File: config.mk
export PLATFORM = sky130hd
export DESIGN_NAME = serial_receiver
export DESIGN_NICKNAME = d
export VERILOG_FILES = /design/src/rtl/serial_receiver_pkg.sv /design/src/rtl/serial_bit_timer.sv /design/src/rtl/serial_receiver.sv
export SDC_FILE = /design/constraint.sdc
export NUM_CORES = 1
export LEC_CHECK = 0
export CORE_AREA = 5 5 91 93
export DETAILED_ROUTE_END_ITERATION = 12
export DIE_AREA = 0 0 96 98
export PLACE_DENSITY = 0.73
export SLEW_MARGIN = 5
export SYNTH_ARGS = -nofsm -noshare
export SYNTH_HDL_FRONTEND = slang
export SYNTH_SLANG_ARGS = --single-unit
File: constraint.sdc
create_clock -name i_clk -period 2.5 [get_ports i_clk]
set_input_delay 0.25 -clock i_clk [delete_from_list [all_inputs] [get_ports i_clk]]
set_output_delay 0.25 -clock i_clk [all_outputs]
set_load 0.03 [all_outputs]
File: src/rtl/serial_receiver_pkg.sv
//------------------------------------------------------------------------------
// Module      : serial_receiver_pkg
// Description : Shared serial-link framing constants and receiver state encoding.
// Revision    : 1.0 - initial release
//------------------------------------------------------------------------------
`default_nettype none

package serial_receiver_pkg;

    localparam int BIT_CYCLES   = 27;
    localparam int FRAME_BITS   = 36;
    localparam int SYNC_BITS    = 4;
    localparam logic [SYNC_BITS-1:0] SYNC_PATTERN = 4'b1101;
    localparam int SAMPLE_POINT = 13;

    localparam int PAYLOAD_BITS = FRAME_BITS - SYNC_BITS;
    localparam int CYC_W        = $clog2(BIT_CYCLES);
    localparam int BIT_W        = $clog2(FRAME_BITS);

    typedef enum logic [1:0] {
        ST_IDLE  = 2'd0,
        ST_RECV  = 2'd1,
        ST_CHECK = 2'd2
    } rx_state_t;

endpackage

`default_nettype wire

File: src/rtl/serial_bit_timer.sv
//------------------------------------------------------------------------------
// Module      : serial_bit_timer
// Description : Bit-period pacing counter (cyc_cnt/bit_cnt) with sample and bit-end strobes.
// Revision    : 1.0 - initial release
//------------------------------------------------------------------------------
`default_nettype none

module serial_bit_timer
    import serial_receiver_pkg::*;
#(
    parameter int STROBE_AT = SAMPLE_POINT
) (
    input  logic             i_clk,
    input  logic             i_rst,
    input  logic             i_start,
    input  logic             i_clear,
    output logic             o_sample,
    output logic             o_bit_end,
    output logic [BIT_W-1:0] o_bit_cnt
);

    localparam logic [CYC_W-1:0] c_last_cyc  = CYC_W'(BIT_CYCLES - 1);
    localparam logic [CYC_W-1:0] c_strobe    = CYC_W'(STROBE_AT);
    localparam logic [BIT_W-1:0] c_first_bit = BIT_W'(FRAME_BITS - 1);

    logic [CYC_W-1:0] r_cyc_cnt;
    logic [BIT_W-1:0] r_bit_cnt;
    logic             r_run;

    // bit_cnt wraps from 0 back to the first frame bit so a locked stream keeps pacing
    always_ff @(posedge i_clk or posedge i_rst) begin
        if (i_rst) begin
            r_cyc_cnt <= '0;
            r_bit_cnt <= '0;
            r_run     <= 1'b0;
        end else if (i_start) begin
            r_cyc_cnt <= '0;
            r_bit_cnt <= c_first_bit;
            r_run     <= 1'b1;
        end else if (i_clear) begin
            r_cyc_cnt <= '0;
            r_bit_cnt <= '0;
            r_run     <= 1'b0;
        end else if (r_run) begin
            if (r_cyc_cnt == c_last_cyc) begin
                r_cyc_cnt <= '0;
                r_bit_cnt <= (r_bit_cnt == '0) ? c_first_bit : r_bit_cnt - 1'b1;
            end else begin
                r_cyc_cnt <= r_cyc_cnt + 1'b1;
            end
        end
    end

    assign o_sample  = r_run && (r_cyc_cnt == c_strobe);
    assign o_bit_end = r_run && (r_cyc_cnt == c_last_cyc);
    assign o_bit_cnt = r_bit_cnt;

endmodule

`default_nettype wire

File: src/rtl/serial_receiver.sv
//------------------------------------------------------------------------------
// Module      : serial_receiver
// Description : Serial link receiver; recovers 36-bit frames, checks sync header,
//               emits 32-bit payload. Option: SERIAL_RECEIVER_MAJORITY_VOTE_EN.
// Revision    : 1.0 - initial release
//------------------------------------------------------------------------------
`default_nettype none

module serial_receiver
    import serial_receiver_pkg::*;
(
    input  logic                    i_clk,
    input  logic                    i_rst,
    input  logic                    i_rx_en,
    input  logic                    i_din,
    output logic [PAYLOAD_BITS-1:0] o_rx_data,
    output logic                    o_rx_valid,
    output logic                    o_rx_error,
    output logic                    o_rx_busy
);

`ifdef SERIAL_RECEIVER_MAJORITY_VOTE_EN
    localparam int c_strobe_at = SAMPLE_POINT + 1;
`else
    localparam int c_strobe_at = SAMPLE_POINT;
`endif
    localparam logic [BIT_W-1:0] c_first_bit = BIT_W'(FRAME_BITS - 1);

    rx_state_t               r_state;
    logic [1:0]              r_sync;
    logic                    r_din_q;
    logic                    r_armed;
    logic [FRAME_BITS-1:0]   r_shreg;
    logic [PAYLOAD_BITS-1:0] r_rx_data;
    logic                    r_rx_valid;
    logic                    r_rx_error;
    logic                    r_rx_busy;

    logic                    w_din_s;
    logic                    w_rise;
    logic                    w_bit;
    logic                    w_start;
    logic                    w_clear;
    logic                    w_sample;
    logic                    w_bit_end;
    logic [BIT_W-1:0]        w_bit_cnt;
    logic [FRAME_BITS-1:0]   w_shreg_next;

    always_ff @(posedge i_clk or posedge i_rst) begin
        if (i_rst) begin
            r_sync  <= '0;
            r_din_q <= 1'b0;
        end else begin
            r_sync  <= {r_sync[0], i_din};
            r_din_q <= r_sync[1];
        end
    end

    assign w_din_s = r_sync[1];
    assign w_rise  = w_din_s & ~r_din_q;

`ifdef SERIAL_RECEIVER_MAJORITY_VOTE_EN
    logic r_din_q2;

    always_ff @(posedge i_clk or posedge i_rst) begin
        if (i_rst) begin
            r_din_q2 <= 1'b0;
        end else begin
            r_din_q2 <= r_din_q;
        end
    end

    // History taps hold din_s from SAMPLE_POINT-1 and SAMPLE_POINT at the commit cycle
    assign w_bit = (r_din_q2 & r_din_q) | (r_din_q2 & w_din_s) | (r_din_q & w_din_s);
`else
    assign w_bit = w_din_s;
`endif

    assign w_start      = i_rx_en && (r_state == ST_IDLE) && r_armed && w_rise;
    assign w_clear      = !i_rx_en || (r_state == ST_IDLE);
    assign w_shreg_next = {r_shreg[FRAME_BITS-2:0], w_bit};

    serial_bit_timer #(
        .STROBE_AT (c_strobe_at)
    ) u_bit_timer (
        .i_clk     (i_clk),
        .i_rst     (i_rst),
        .i_start   (w_start),
        .i_clear   (w_clear),
        .o_sample  (w_sample),
        .o_bit_end (w_bit_end),
        .o_bit_cnt (w_bit_cnt)
    );

    // r_armed needs a low line seen in IDLE, so a line stuck high after reset/error is ignored
    always_ff @(posedge i_clk or posedge i_rst) begin
        if (i_rst) begin
            r_state    <= ST_IDLE;
            r_armed    <= 1'b0;
            r_shreg    <= '0;
            r_rx_data  <= '0;
            r_rx_valid <= 1'b0;
            r_rx_error <= 1'b0;
            r_rx_busy  <= 1'b0;
        end else begin
            r_rx_valid <= 1'b0;
            r_rx_error <= 1'b0;
            if (!i_rx_en) begin
                r_state   <= ST_IDLE;
                r_rx_busy <= 1'b0;
                r_armed   <= (r_state == ST_IDLE) ? (r_armed | ~w_din_s) : 1'b0;
            end else begin
                case (r_state)
                    ST_IDLE: begin
                        r_armed <= r_armed | ~w_din_s;
                        if (w_start) begin
                            r_state   <= ST_RECV;
                            r_rx_busy <= 1'b1;
                            r_armed   <= 1'b0;
                        end
                    end
                    ST_RECV: begin
                        if (w_sample) begin
                            r_shreg <= w_shreg_next;
                            if ((w_bit_cnt == c_first_bit) && !w_bit) begin
                                r_state   <= ST_IDLE;
                                r_rx_busy <= 1'b0;
                            end else if (w_bit_cnt == '0) begin
                                r_state <= ST_CHECK;
                                if (w_shreg_next[FRAME_BITS-1 -: SYNC_BITS] == SYNC_PATTERN) begin
                                    r_rx_data  <= w_shreg_next[PAYLOAD_BITS-1:0];
                                    r_rx_valid <= 1'b1;
                                end else begin
                                    r_rx_error <= 1'b1;
                                end
                            end
                        end else if (w_bit_end && (w_bit_cnt == '0)) begin
                            r_shreg <= '0;
                        end
                    end
                    ST_CHECK: begin
                        if (r_rx_error) begin
                            r_state   <= ST_IDLE;
                            r_rx_busy <= 1'b0;
                        end else begin
                            r_state <= ST_RECV;
                        end
                    end
                    default: begin
                        r_state   <= ST_IDLE;
                        r_rx_busy <= 1'b0;
                    end
                endcase
            end
        end
    end

    assign o_rx_data  = r_rx_data;
    assign o_rx_valid = r_rx_valid;
    assign o_rx_error = r_rx_error;
    assign o_rx_busy  = r_rx_busy;

endmodule

`default_nettype wire

# After elaboration in Yosys (flattened, before gate mapping)
# Index checks and enable logic that the tools add are counted.
# classes
n_addsub	2
n_eq_ne	12
mux	42
n_bitwise	5
reduce_logical	21
# ops
operator	n
$mux W35	2
$mux W6	5
$mux W1	24
$mux W5	4
$mux W2	5
$logic_and A1 B1 Y1	7
$eq A6 B6 Y1 const B	1
$logic_not A6 Y1	1
$ne A3 B2 Y1 const B	2
$ne A3 B3 Y1 const B	2
$pmux W2 S3	1
$reduce_and A3 Y1	2
$reduce_and A6 Y1	1
$reduce_bool A3 Y1	2
$sub A6 B1 Y6 const B	1
$add A5 B1 Y5 const B	1
$eq A5 B4 Y1 const B	1
$eq A5 B5 Y1 const B	1
$eq A4 B4 Y1 const B	1
$ne A4 B4 Y1 const B	1
$reduce_and A4 Y1	1
$reduce_bool A2 Y1	2
$not A1 Y1	3
$pmux W1 S3	1
9 further kinds	10
# totals
ff_bits	88
output_inout_bits	35
wordCells	94

# Depth between registers and ports, before layout
# logic_depth
word_depth	7
depth_mapped	8

# By module
# From an unflattened synthesis, not the netlist that was laid out.
# unflattened
hier_cells	350
hier_area_um2	4189.0
# modules_own_cells
mod	n_inst	cells_each	area_per_inst_um2
serial_receiver	1	263	3377.0
serial_bit_timer	1	87	812.0

# Worst setup path before layout
# No wires, ideal clock.
# synth_timing
path_kind	reg-to-reg
startpoint	register u_bit_timer.r_bit_cnt[0] (netlist: u_bit_timer.o_bit_cnt[0])
endpoint	register r_rx_data[0] (netlist: o_rx_data[0])
arrival_time_ns	1.870
t_required_ns	2.375
setup_slack_ns	0.505
path_stages_with_launch	8
n_path_buf	1
period_less_slack_ns	1.995
path_cell_list	dfrtp_1 inv_1 ha_1 nor2b_1 nand2_1 nor3b_4 buf_6 mux2_2
# synth_between
elab_chain_len	4
# synth_rtl
element	line_no	source
from (decl)	serial_bit_timer.sv:27	logic [BIT_W-1:0] r_bit_cnt;
from (signal assigned)	serial_bit_timer.sv:38	r_bit_cnt <= c_first_bit;
from (signal assigned)	serial_bit_timer.sv:47	r_bit_cnt <= (r_bit_cnt == '0) ? c_first_bit : r_bit_cnt - 1'b1;
$eq A6 B6 Y1	serial_receiver.sv:125	if ((w_bit_cnt == c_first_bit) && !w_bit) begin
$logic_and A1 B1 Y1	serial_receiver.sv:125	
$not A1 Y1 (no source line)	n/a	
$reduce_and A6 Y1 (no source line) (*)	n/a	
to (signal assigned)	serial_receiver.sv:131	r_rx_data <= w_shreg_next[PAYLOAD_BITS-1:0];
to (decl)	serial_receiver.sv:34	logic [PAYLOAD_BITS-1:0] r_rx_data;
# Every way passes the cells marked *; elsewhere a longest branch is shown, timed or not.
# A chain may end at the register's enable or synchronous reset.

# Worst setup path in the final report
# layout_timing
startpoint	register u_bit_timer.r_bit_cnt[0] (netlist: u_bit_timer.o_bit_cnt[0])
endpoint	register r_rx_data[8] (netlist: o_rx_data[8])
# The elaborated chain is that of the path after synthesis.

==> report_table.html <==
<table>
<tr><th>Metric</th><th>Value</th></tr>
<tr><th colspan="2">Yosys</th></tr>
<tr><td>Warning count from the yosys run</td><td>0</td></tr>
<tr><td>Number of flops mapped to enable cells by yosys</td><td>0</td></tr>
<tr><td>Count of different cell masters after synthesis</td><td>43</td></tr>
<tr><td>Proportion of synthesized chip area in sequential cells</td><td>61.6%</td></tr>
<tr><td>Dominant cells by area after synthesis</td><td>sky130_fd_sc_hd__dfrtp_1, sky130_fd_sc_hd__mux2_2, sky130_fd_sc_hd__a22o_1</td></tr>
<tr><td>Area of the mapped netlist</td><td>3580 um^2</td></tr>
<tr><td>Fraction of synthesized cell area taken by the top area cell type</td><td>61.6%</td></tr>
<tr><td>Cell type contributing the most total cell area after synthesis</td><td>sky130_fd_sc_hd__dfrtp_1</td></tr>
<tr><td>Average cell area after synthesis</td><td>13.6 um^2</td></tr>
<tr><td>Flip-flop and latch count after synthesis</td><td>88</td></tr>
<tr><td>Ys async rst share</td><td>100%</td></tr>
<tr><td>Nets in the synthesized netlist</td><td>272</td></tr>
<tr><td>Gate count after technology mapping</td><td>262</td></tr>
<tr><td>Prevailing post-synth register cell</td><td>sky130_fd_sc_hd__dfrtp_1</td></tr>
<tr><th colspan="2">Clocking</th></tr>
<tr><td>Number of buffers created by CTS</td><td>9</td></tr>
<tr><td>TritonCTS clock tree</td><td>done</td></tr>
<tr><td>Number of cells upsized or downsized after cts</td><td>0</td></tr>
<tr><td>Clock slew at the register clock pins of the worst setup and hold paths</td><td>0.09 ns</td></tr>
<tr><td>Clock sinks</td><td>88</td></tr>
<tr><td>H-tree depth</td><td>3</td></tr>
<tr><td>Root buffer cell</td><td>sky130_fd_sc_hd__clkbuf_8</td></tr>
<tr><td>Hold bufs inserted after CTS</td><td>0</td></tr>
<tr><td>Source-to-sink clock delay at the later pin of the worst-skew pair</td><td>0.36 ns</td></tr>
<tr><td>Buffers from clock root to sink, at most</td><td>2</td></tr>
<tr><td>Number of buffers added for setup after CTS</td><td>0</td></tr>
<tr><th colspan="2">Setup path</th></tr>
<tr><td>Endpoint required time on the critical path</td><td>2.74 ns</td></tr>
<tr><td>Critical path class</td><td>reg -&gt; reg</td></tr>
<tr><td>Critical path cell sequence</td><td>inv_1, ha_1, nor2b_1, nand2_1, nor3b_4, buf_12, mux2_2</td></tr>
<tr><td>Largest fanout on the critical path</td><td>24</td></tr>
<tr><td>Worst Setup SP</td><td>u_bit_timer.o_bit_cnt[0]</td></tr>
<tr><td>Combined buffer and inverter count along the critical path</td><td>2</td></tr>
<tr><td>Slowest stage cell on the critical path</td><td>sky130_fd_sc_hd__dfrtp_1</td></tr>
<tr><td>Launching point of the worst reg2reg path</td><td>u_bit_timer.o_bit_cnt[0]</td></tr>
<tr><td>Family of cells with the greatest summed delay on the critical path</td><td>simple AND/OR/NAND/NOR gates</td></tr>
<tr><td>Endpoint class of the critical path</td><td>flip-flop</td></tr>
<tr><td>Slack of the worst reg-to-reg path</td><td>0.44 ns</td></tr>
<tr><td>Startpoint class of the critical path</td><td>flip-flop</td></tr>
<tr><td>Signal arrival time at the worst endpoint</td><td>2.30 ns</td></tr>
<tr><td>Delay of the slowest cell on the worst path</td><td>0.44 ns</td></tr>
<tr><th colspan="2">STA</th></tr>
<tr><td>Tightest slew margin relative to the limit</td><td>23.9%</td></tr>
<tr><td>Setup repair after global routing missed its margin</td><td>false</td></tr>
<tr><td>Max Fclk</td><td>0.486 GHz</td></tr>
<tr><td>Hold Violations, Final</td><td>0</td></tr>
<tr><td>Ratio of final minimum period to clock period</td><td>82.3%</td></tr>
<tr><td>Pins Over Slew Limit</td><td>0</td></tr>
<tr><td>Minimum clock period</td><td>2.06 ns</td></tr>
<tr><td>Post-route setup TNS</td><td>0 ns</td></tr>
<tr><td>Max Clock Skew</td><td>0.00950 ns</td></tr>
<tr><td>Final setup violation count</td><td>0</td></tr>
<tr><td>Tightest Pin Transition</td><td>1.13 ns</td></tr>
<tr><th colspan="2">Finish</th></tr>
<tr><td>Total inserted antenna cells</td><td>0</td></tr>
<tr><td>P&amp;R area growth vs syn</td><td>20.8%</td></tr>
<tr><td>Share of cells above drive strength 1</td><td>19.7%</td></tr>
<tr><td>Number of nets in the finished design</td><td>320</td></tr>
<tr><td>Number of filler cells placed in the layout</td><td>631</td></tr>
<tr><th colspan="2">Flow run</th></tr>
<tr><td>Max Cap Viol</td><td>0</td></tr>
<tr><th colspan="2">Drt</th></tr>
<tr><td>Average wire length per cell after detail routing</td><td>15.9 um</td></tr>
<tr><td>First drt pass iteration count</td><td>4</td></tr>
<tr><td>Number of design-rule violations left by the first detailed-router iteration</td><td>118</td></tr>
<tr><td>Top layer in use</td><td>met4</td></tr>
<tr><td>Remaining design rule violation count</td><td>0</td></tr>
<tr><td>Mean number of vias per cell</td><td>5.55</td></tr>
<tr><td>Routed length on met1</td><td>3.12 mm</td></tr>
<tr><td>Via Count</td><td>2315</td></tr>
<tr><td>Met3 Wirelength</td><td>318 um</td></tr>
<tr><td>Total met2 wirelength after detailed routing</td><td>3.13 mm</td></tr>
<tr><td>Detail Route Antenna Nets</td><td>0</td></tr>
<tr><td>Post-detailed-routing wire length</td><td>6.63 mm</td></tr>
<tr><th colspan="2">Die</th></tr>
<tr><td>Core footprint</td><td>7450 um^2</td></tr>
<tr><td>Die Outline Area</td><td>9410 um^2</td></tr>
<tr><td>Horizontal extent of the die</td><td>96 um</td></tr>
<tr><td>Number of top-level design ports</td><td>39</td></tr>
<tr><td>Starting Density</td><td>48.0%</td></tr>
<tr><td>Count of standard-cell rows</td><td>32</td></tr>
<tr><td>Vertical die dimension</td><td>98 um</td></tr>
<tr><th colspan="2">GRT</th></tr>
<tr><td>Largest net degree at the start of global routing</td><td>39</td></tr>
<tr><td>Initial antenna violation count</td><td>0</td></tr>
<tr><td>Global-route wire length before repair</td><td>11.6 mm</td></tr>
<tr><td>Total congestion overflow after global routing</td><td>0</td></tr>
<tr><td>All-Layer GR Usage</td><td>15.6%</td></tr>
<tr><td>Vias in the first global route</td><td>2378</td></tr>
<tr><th colspan="2">Hold path</th></tr>
<tr><td>Worst min-delay path category</td><td>in -&gt; async</td></tr>
<tr><th colspan="2">Pwr</th></tr>
<tr><td>Power per cell area</td><td>646 nW/um^2</td></tr>
<tr><td>Sum of internal, switching and leakage power</td><td>2.79 mW</td></tr>
<tr><td>Peak ir drop on the vdd network</td><td>0.000358 V</td></tr>
<tr><td>Leakage</td><td>2.01 nW</td></tr>
<tr><th colspan="2">Place</th></tr>
<tr><td>Global placer's final weighted congestion</td><td>0.835</td></tr>
<tr><td>Number of input and output port buffers inserted</td><td>38</td></tr>
<tr><td>Placed wire-length estimate</td><td>4.42 mm</td></tr>
<tr><th colspan="2">Run status</th></tr>
<tr><td>Run status</td><td>complete, no violations</td></tr>
</table>
[where the power goes]
group / switching (mW) / total, mW / internal, mW
clock: 0.510 / 0.977 / 0.468
sequential: 0.0453 / 1.51 / 1.46
combinational: 0.176 / 0.309 / 0.133
total: 0.731 / 2.79 / 2.06
[area by class of cell]
| type | count | area [um^2] | share of cell area, % |
|---|---|---|---|
| flip-flops and latches | 88 | 2200 | 51.0 |
| multi-input cells | 154 | 1270 | 29.5 |
| repair buffers | 49 | 488 | 11.3 |
| clock buffers | 10 | 128 | 2.95 |
| well taps | 102 | 128 | 2.95 |
| clock inverters | 6 | 67.6 | 1.56 |
| inverters | 8 | 33.8 | 0.782 |
[cells by family (layout without fill, tap and decap cells)]
family                   count (synthesis)  count (layout)  share of synthesized area, %
AO/OA/AOI/OAI                           64              64                          14.0
AND/OR/NAND/NOR                         48              48                          8.15
flip-flops                              88              88                          61.6
buffers and inverters                   20              73                          2.94
multiplexers                            36              36                          11.2
adder cells (fa/ha/maj)                  6               6                          2.10
[worst register-to-register path: cells and delay by family (launching register included)]
family / cells / cell delay, ns
DFF: 1 / 0.44
muxes: 1 / 0.37
buffers and inverters: 2 / 0.32
and+or+nand+nor: 3 / 0.63
adders and majority gates: 1 / 0.19
[through the flow]
stage	std cells	setup WS, ns	area, um^2	hold WS [ns]	utilization, %
final	417	0.444	4320	0.294	58.0
after global routing	417	0.303	4320	0.307	58.0
after CTS	417	0.452	4320	0.304	58.0
after detailed placement	401	0.386	4120	0.346	55.4
after global placement	401	0.397	4120	0.339	55.4
after floorplan	262	0.505	3580	0.281	-
[state kept, by name, summed over array words and instances (netlist names)]
register	cells
o_rx_busy	1
o_rx_data	32
o_rx_error	1
o_rx_valid	1
r_armed	1
r_din_q	1
r_shreg	35
r_state	2
r_sync	2
u_bit_timer.o_bit_cnt	6
u_bit_timer.r_cyc_cnt	5
u_bit_timer.r_run	1
[synthesized netlist by cell type (5+ instances only)]
| library cell | instances |
|---|---|
| sky130_fd_sc_hd__a21oi_1 | 10 |
| sky130_fd_sc_hd__a22o_1 | 35 |
| sky130_fd_sc_hd__clkbuf_1 | 5 |
| sky130_fd_sc_hd__dfrtp_1 | 88 |
| sky130_fd_sc_hd__ha_1 | 6 |
| sky130_fd_sc_hd__inv_1 | 8 |
| sky130_fd_sc_hd__mux2_2 | 30 |
| sky130_fd_sc_hd__nand2_1 | 9 |
| sky130_fd_sc_hd__nor2_1 | 10 |
[cells in the final DEF (no fill, tap or decap), types with 2 or more instances in the layout]
master | netlist | final
sky130_fd_sc_hd__ha_1 | 6 | 6
sky130_fd_sc_hd__and4b_1 | 2 | 2
sky130_fd_sc_hd__inv_6 | 0 | 2
sky130_fd_sc_hd__clkdlybuf4s50_1 | 0 | 38
sky130_fd_sc_hd__nor2b_1 | 3 | 3
sky130_fd_sc_hd__mux2_2 | 30 | 30
sky130_fd_sc_hd__nor2_1 | 10 | 10
sky130_fd_sc_hd__and3_1 | 2 | 2
sky130_fd_sc_hd__buf_4 | 1 | 9
sky130_fd_sc_hd__and3b_1 | 2 | 2
sky130_fd_sc_hd__a21oi_1 | 10 | 10
sky130_fd_sc_hd__clkinvlp_4 | 0 | 3
sky130_fd_sc_hd__nor4_1 | 2 | 2
sky130_fd_sc_hd__nand4b_1 | 3 | 3
sky130_fd_sc_hd__inv_1 | 8 | 7
sky130_fd_sc_hd__mux2i_1 | 3 | 3
sky130_fd_sc_hd__dfrtp_1 | 88 | 88
sky130_fd_sc_hd__a22o_1 | 35 | 35
sky130_fd_sc_hd__nand2_1 | 9 | 9
sky130_fd_sc_hd__nand3b_1 | 2 | 2
sky130_fd_sc_hd__mux2_1 | 3 | 3
sky130_fd_sc_hd__buf_12 | 0 | 2
sky130_fd_sc_hd__nand3_1 | 3 | 3
sky130_fd_sc_hd__clkbuf_8 | 0 | 9
sky130_fd_sc_hd__or3_1 | 2 | 2
sky130_fd_sc_hd__o22a_1 | 2 | 2
sky130_fd_sc_hd__a31oi_1 | 3 | 3
sky130_fd_sc_hd__o211ai_1 | 2 | 2
sky130_fd_sc_hd__o32a_1 | 2 | 2
sky130_fd_sc_hd__o21ai_0 | 2 | 2
[path summary, 6_finish.rpt]
path,to,depth (start not counted)
max,o_rx_data[8],7
min,r_sync[0],2
max reg2reg,o_rx_data[8],7
min reg2reg,r_sync[1],0
max in group asynchronous,u_bit_timer.r_cyc_cnt[4],3
min in group i_clk,r_sync[0],1
[routing by layer]
layer	vias to the layer above	global-route usage, %
li1	1067	-
met1	1193	22.2
met2	49	22.6
met3	6	4.93
met4	0	5.58
met5	-	0
(Power assumes the default switching activity.)
